### config.mk
export PLATFORM = sky130hd
export DESIGN_NAME = if_fetch_flat
export DESIGN_NICKNAME = d
export VERILOG_FILES = /design/src/rtl/if_fetch_if.sv /design/src/rtl/if_fetch.sv /design/src/flat_wrapper.sv
export SDC_FILE = /design/constraint.sdc
export NUM_CORES = 1
export LEC_CHECK = 0
export BUFFER_PORTS_ARGS = -buffer_cell sky130_fd_sc_hd__buf_2
export CORE_ASPECT_RATIO = 0.8
export CORE_MARGIN = 1.5
export CORE_UTILIZATION = 64
export CTS_CLUSTER_SIZE = 24
export DETAILED_ROUTE_END_ITERATION = 10
export PLACE_DENSITY = 0.95
export SETUP_SLACK_MARGIN = 0.15
export SYNTH_ARGS = -nofsm -noshare
export SYNTH_HDL_FRONTEND = slang
export SYNTH_SLANG_ARGS = --single-unit
### constraint.sdc
create_clock -name clk -period 3.8 [get_ports clk]
set_clock_uncertainty 0.1 [all_clocks]
set_input_delay 0.38 -clock clk [delete_from_list [all_inputs] [get_ports clk]]
set_output_delay 0.38 -clock clk [all_outputs]
set_load 0.05 [all_outputs]
### src/rtl/if_fetch_if.sv
// Fetch-unit bus bundle: redirect input, instruction-memory handshake and
// the IF/ID output handshake. The fetch unit uses the master modport, the
// surrounding memory/pipeline environment uses the slave modport.
interface if_fetch_if;
   logic        redirect_valid;
   logic [31:0] redirect_pc;
   logic        imem_req;
   logic [31:0] imem_addr;
   logic        imem_ack;
   logic [31:0] imem_rdata;
   logic        out_valid;
   logic [31:0] out_pc;
   logic [31:0] out_inst;
   logic        out_ready;

   modport master (
      input  redirect_valid, redirect_pc, imem_ack, imem_rdata, out_ready,
      output imem_req, imem_addr, out_valid, out_pc, out_inst
   );

   modport slave (
      output redirect_valid, redirect_pc, imem_ack, imem_rdata, out_ready,
      input  imem_req, imem_addr, out_valid, out_pc, out_inst
   );
endinterface

### src/rtl/if_fetch.sv
// Instruction fetch stage: keeps one memory request in flight, buffers
// returned {pc, inst} pairs in a small queue for the IF/ID register and
// handles redirects, including a redirect that lands while a request is
// still waiting for its ack (the late word is dropped, target parked in a
// shadow register).
module if_fetch #(
   parameter logic [31:0] RESET_PC = 32'h0000_0000,
   parameter int unsigned DEPTH    = 4            // 2, 4 or 8
) (
   input logic        clk,
   input logic        rst,                        // asynchronous, active-low
   if_fetch_if.master bus
);
   localparam int unsigned PTR_W = $clog2(DEPTH);
   localparam int unsigned CNT_W = PTR_W + 1;
   localparam logic [CNT_W-1:0] DEPTH_C = CNT_W'(DEPTH);

   typedef enum logic [1:0] {
      IDLE = 2'd0,
      REQ  = 2'd1,
      DROP = 2'd2
   } state_t;

   state_t             state_reg, state_next;
   logic [31:0]        fpc_reg, fpc_next;
   logic [31:0]        shadow_reg, shadow_next;
   logic [PTR_W-1:0]   head_reg, head_next;
   logic [PTR_W-1:0]   tail_reg, tail_next;
   logic [CNT_W-1:0]   count_reg, count_next;

   logic [DEPTH-1:0][31:0] pc_flat;
   logic [DEPTH-1:0][31:0] inst_flat;

   logic               redirect;
   logic               push;
   logic               pop;
   logic [31:0]        redirect_target;
   logic [CNT_W-1:0]   count_after_pop;
   logic [CNT_W-1:0]   count_after_push;

   // Redirect wins over both queue operations; a push only happens on an
   // ack in REQ, which is entered only when a slot is free.
   assign redirect         = bus.redirect_valid;
   assign redirect_target  = bus.redirect_pc & 32'hFFFF_FFFC;
   assign push             = (state_reg == REQ) && bus.imem_ack && !redirect;
   assign pop              = (count_reg != '0) && bus.out_ready && !redirect;
   assign count_after_pop  = count_reg - CNT_W'(pop);
   assign count_after_push = count_after_pop + CNT_W'(push);

   // FSM state register.
   always_ff @(posedge clk or negedge rst) begin
      if (!rst) begin
         state_reg <= IDLE;
      end else begin
         state_reg <= state_next;
      end
   end

   // FSM next-state: issue requests while space remains, park in DROP when
   // a redirect arrives before the outstanding ack.
   always_comb begin
      state_next = state_reg;
      case (state_reg)
         IDLE: begin
            if (redirect || (count_after_pop < DEPTH_C)) begin
               state_next = REQ;
            end
         end
         REQ: begin
            if (redirect) begin
               state_next = bus.imem_ack ? REQ : DROP;
            end else if (bus.imem_ack) begin
               state_next = (count_after_push < DEPTH_C) ? REQ : IDLE;
            end
         end
         DROP: begin
            if (bus.imem_ack) begin
               state_next = REQ;
            end
         end
         default: state_next = IDLE;
      endcase
   end

   // FSM outputs: request while REQ/DROP; address is always the fetch PC so
   // it cannot move while a request waits for its ack.
   always_comb begin
      bus.imem_req  = (state_reg == REQ) || (state_reg == DROP);
      bus.imem_addr = fpc_reg;
      bus.out_valid = (count_reg != '0);
      bus.out_pc    = pc_flat[head_reg];
      bus.out_inst  = inst_flat[head_reg];
   end

   // Next fetch PC, shadow target, queue pointers and occupancy.
   always_comb begin
      fpc_next    = fpc_reg;
      shadow_next = shadow_reg;
      head_next   = head_reg;
      tail_next   = tail_reg;
      count_next  = count_reg;
      if (redirect) begin
         count_next = '0;
         head_next  = tail_reg;
         // An unacked request keeps its address; the target waits aside.
         if ((state_reg == REQ || state_reg == DROP) && !bus.imem_ack) begin
            shadow_next = redirect_target;
         end else begin
            fpc_next = redirect_target;
         end
      end else begin
         count_next = count_after_push;
         if (push) begin
            tail_next = tail_reg + PTR_W'(1);
            fpc_next  = fpc_reg + 32'd4;
         end
         if (pop) begin
            head_next = head_reg + PTR_W'(1);
         end
         if (state_reg == DROP && bus.imem_ack) begin
            fpc_next = shadow_reg;
         end
      end
   end

   // Fetch PC, shadow target, pointers and occupancy registers.
   always_ff @(posedge clk or negedge rst) begin
      if (!rst) begin
         fpc_reg    <= RESET_PC;
         shadow_reg <= '0;
         head_reg   <= '0;
         tail_reg   <= '0;
         count_reg  <= '0;
      end else begin
         fpc_reg    <= fpc_next;
         shadow_reg <= shadow_next;
         head_reg   <= head_next;
         tail_reg   <= tail_next;
         count_reg  <= count_next;
      end
   end

   // Queue storage: one register pair per entry, cleared by reset so the
   // outputs read zero while the queue is empty after reset.
   for (genvar gi = 0; gi < DEPTH; gi++) begin : g_entry
      logic [31:0] pc_reg;
      logic [31:0] inst_reg;

      // Capture the returned word when this entry is the tail.
      always_ff @(posedge clk or negedge rst) begin
         if (!rst) begin
            pc_reg   <= '0;
            inst_reg <= '0;
         end else if (push && (tail_reg == PTR_W'(gi))) begin
            pc_reg   <= fpc_reg;
            inst_reg <= bus.imem_rdata;
         end
      end

      assign pc_flat[gi]   = pc_reg;
      assign inst_flat[gi] = inst_reg;
   end

endmodule

### src/flat_wrapper.sv
// flat-port wrapper written by rule: the top's interface ports become plain ports
module if_fetch_flat 
#(
   parameter logic [31:0] RESET_PC = 32'h0000_0000,
   parameter int unsigned DEPTH    = 4                        
)
  (clk, rst, bus_redirect_valid, bus_redirect_pc, bus_imem_ack, bus_imem_rdata, bus_out_ready, bus_imem_req, bus_imem_addr, bus_out_valid, bus_out_pc, bus_out_inst);
  if_fetch_if bus_i ();
  input logic clk;
  input logic rst;
  input wire logic [$bits(bus_i.redirect_valid)-1:0] bus_redirect_valid;
  input wire logic [$bits(bus_i.redirect_pc)-1:0] bus_redirect_pc;
  input wire logic [$bits(bus_i.imem_ack)-1:0] bus_imem_ack;
  input wire logic [$bits(bus_i.imem_rdata)-1:0] bus_imem_rdata;
  input wire logic [$bits(bus_i.out_ready)-1:0] bus_out_ready;
  output wire logic [$bits(bus_i.imem_req)-1:0] bus_imem_req;
  output wire logic [$bits(bus_i.imem_addr)-1:0] bus_imem_addr;
  output wire logic [$bits(bus_i.out_valid)-1:0] bus_out_valid;
  output wire logic [$bits(bus_i.out_pc)-1:0] bus_out_pc;
  output wire logic [$bits(bus_i.out_inst)-1:0] bus_out_inst;
  assign bus_i.redirect_valid = bus_redirect_valid;
  assign bus_i.redirect_pc = bus_redirect_pc;
  assign bus_i.imem_ack = bus_imem_ack;
  assign bus_i.imem_rdata = bus_imem_rdata;
  assign bus_i.out_ready = bus_out_ready;
  assign bus_imem_req = bus_i.imem_req;
  assign bus_imem_addr = bus_i.imem_addr;
  assign bus_out_valid = bus_i.out_valid;
  assign bus_out_pc = bus_i.out_pc;
  assign bus_out_inst = bus_i.out_inst;
  if_fetch #(.RESET_PC(RESET_PC), .DEPTH(DEPTH)) u_core (.clk(clk), .rst(rst), .bus(bus_i));
endmodule
==> results by group <==
Status
  – Status: finished, final reports clean

Clock network
  – Post-CTS setup repair buffer count: 0
  – Worst skew pair latency: 0.55 ns
  – CTS tree: done
  – CTS Sinks: 317
  – Root Driver: clkbuf_16
  – Htree depth: 1
  – Hold Buf Count CTS: 31
  – Clock Path Buffers: 3
  – PostCTS Resize Cnt: 0
  – CTS Buf Count: 31
  – Clock transition at path regs: 0.07 ns

Critical path
  – CP Capture Type: output pin
  – CP Max Fanout: 22
  – Worst EP required: between 3 and 4 ns
  – CP Class: reg -> out
  – Crit path launch type: flip-flop
  – Worst path arrival time: 2.35 ns

Pwr
  – Power, Total: 18.3 mW
  – Leakage: about 8.9 nW
  – VDD IR max: just over 0.0008 V
  – Pwr dens: about 1000 nW/um^2

Yosys
  – Synth async-reset ratio: 100%
  – Synth Flop Type: dfrtp_1
  – Seq/Total Area, Yosys: 50.2%
  – Post-Syn Area: 15800 um^2
  – Post-synth EDFFs: 0
  – Cell count after synthesis: between 1000 and 1500
  – Avg Inst Size Synth: approximately 15 um^2
  – Synth Register Bits: roughly 320
  – Distinct cells, synth: 60
  – YS warnings: 0

Route
  – Drt total wl: 37.7 mm
  – First-pass DRT Iterations: 6
  – Final ANT Viol Nets: 0
  – Routed wire per std cell: around 24 um
  – Vias: slightly below 10000
  – DRC: 0
  – Vias per cell: 6.39
  – 1st-iter DRT viols: roughly 940

Global route
  – Largest net degree at the start of global routing: 103
  – Initial antenna violation count: 0
  – GRT Util Overall: between 20% and 30%
  – GR Overflow Total: 0
  – Vias in the first global route: 10519
  – First-pass GRT wire length: around 59 mm

Layout
  – Nets@finish: 1286
  – Inserted Diodes: 0
  – Filler instances: 1404
  – Commonest non-fill, non-tap cells in the layout: 315 x dfrtp_1, 232 x mux2_4, 159 x buf_2, 62 x mux4_2, 46 x o21ai_0
  – P&R area growth vs syn: 13.4%
  – Fraction of layout cells with a size suffix above 1: between 40% and 50%
  – Post-route insts no fill: 1544
  – Layout Utilization: 73.6%
  – Most common cell after layout, fill and taps aside: dfrtp_1
  – Max reg flops: ~130

STA
  – Max-slew headroom: 40.4%
  – Final period utilization: roughly three quarters
  – Post-route setup TNS: 0 ns
  – Worst-margin pin slew: just under 0.9 ns
  – Highest Clock Rate: approximately 0.35 GHz
  – Min Tclk post-route: ~2.8 ns
  – Final setup fails: 0
  – Max-slew violations: 0
  – RSZ-0062 raised after global routing: false
  – Hold Violations, Final: 0

Place
  – Placed cells: ~1500
  – DP HPWL: about 22 mm
  – Placer's final routability congestion estimate: a little under 0.9
  – Port Buffers: between 150 and 200

Floorplan
  – Die Height: 143 um
  – Die area: around 26000 um^2
  – IO Pins: between 150 and 200
  – Row count: 51
  – Starting Density: between 60% and 70%
  – Total core area: roughly 24000 um^2
  – Horiz. Die Dim: approximately 180 um

Job
  – Max_cap viols: 0

Min path
  – HP Class: in -> reg
==> per-stage QoR <==
stage                     worst slack, ns  cell area [um^2]  hold WS (ns)
final                               0.966             17900        0.0173
after global placement               1.02             16600         0.305
after CTS                           0.920             17900      0.000468
after detailed placement            0.976             16600         0.318
after floorplan                      1.11             15800       -0.0156
after global routing                0.849             17900       0.00321
==> logic make-up (layout without fill, tap and decap cells) <==
| logic type | after synthesis | count (layout) | synth area share, % |
|---|---|---|---|
| DFF | 317 | 317 | 50.2 |
| and+or+nand+nor | 147 | 147 | 5.08 |
| AOI/OAI and AO/OA | 123 | 123 | 4.84 |
| buffers and inverters | 97 | 268 | 3.87 |
| adders and majority gates | 13 | 13 | 1.03 |
| xor gates and xnor gates | 16 | 16 | 0.887 |
| muxes | 338 | 338 | 34.0 |
| other | 1 | 4 | 0.0237 |
==> layer usage <==
layer / global-route usage [%] / vias to the layer above / routed length, um
met5: 0 / - / 0
met4: 7.28 / 0 / 937
met3: 5.50 / 106 / 3010
met2: 49.7 / 517 / 18200
met1: 41.1 / 5095 / 15600
li1: - / 4153 / -
==> cell usage after synthesis (3+ instances only) <==
library cell	n	area [um^2]
clkbuf_1	30	113
o21ai_0	46	230
a31oi_1	12	75.1
buf_6	24	270
nand2_1	44	165
xor2_1	12	105
nand3_1	17	85.1
and3_1	18	113
a21oi_1	25	125
buf_2	17	85.1
xnor2_1	4	35.0
a221oi_1	7	61.3
buf_4	6	45.0
mux2_4	232	3480
nor3_1	4	20.0
a211oi_1	4	30.0
o2bb2ai_1	3	26.3
and2_1	7	43.8
dfrtp_1	317	7930
buf_1	3	11.3
mux4_2	62	1400
nand2_8	4	80.1
a21o_1	3	22.5
clkbuf_2	5	25.0
nor4_1	3	18.8
nor2b_1	5	31.3
nand4_1	5	31.3
nor2_1	27	101
mux2_2	43	484
ha_1	13	163
inv_1	11	41.3
==> worst max-delay path, cell delays in order, from the launching register on <==
cell	delay, ns
dfrtp_4	0.50
buf_4	0.43
mux4_2	0.61
buf_2	0.24
==> final cells by class <==
cell class,count,area (um^2),share of cell area (%)
Clock buffer,46,952,5.32
Clock inverter,9,51.3,0.287
Inverter,11,41.3,0.231
Multi-Input combinational cell,641,7280,40.7
Sequential cell,317,7940,44.3
Tap cell,318,398,2.22
Timing Repair Buffer,202,1240,6.93
==> report_power, final <==
| part | switching [mW] | total [mW] | leakage, nW | internal [mW] |
|---|---|---|---|---|
| Sequential | 1.48 | 6.46 | 3.91 | 4.98 |
| Clock | 1.29 | 3.01 | 0.504 | 1.72 |
| Combinational | 5.03 | 8.81 | 4.46 | 3.78 |
| Total | 7.80 | 18.3 | 8.87 | 10.5 |
==> worst paths after layout <==
check	slack, ns	from	endpoint	cells after the start
worst min register to register	0.39	u_core.g_entry[3].pc_reg[28]	u_core.g_entry[3].pc_reg[28]	2
worst max register to register	1.08	u_core.state_reg[0]	u_core.bus.imem_addr[26]	7
worst max-delay path	0.97	u_core.head_reg[0]	bus_out_pc[7]	3
worst min-delay path	0.02	bus_imem_rdata[26]	u_core.g_entry[0].inst_reg[26]	2
min in group asynchronous	0.31	rst	u_core.g_entry[3].inst_reg[0]	2
max in group asynchronous	2.30	rst	u_core.shadow_reg[15]	3
(Power assumes the default switching activity.)
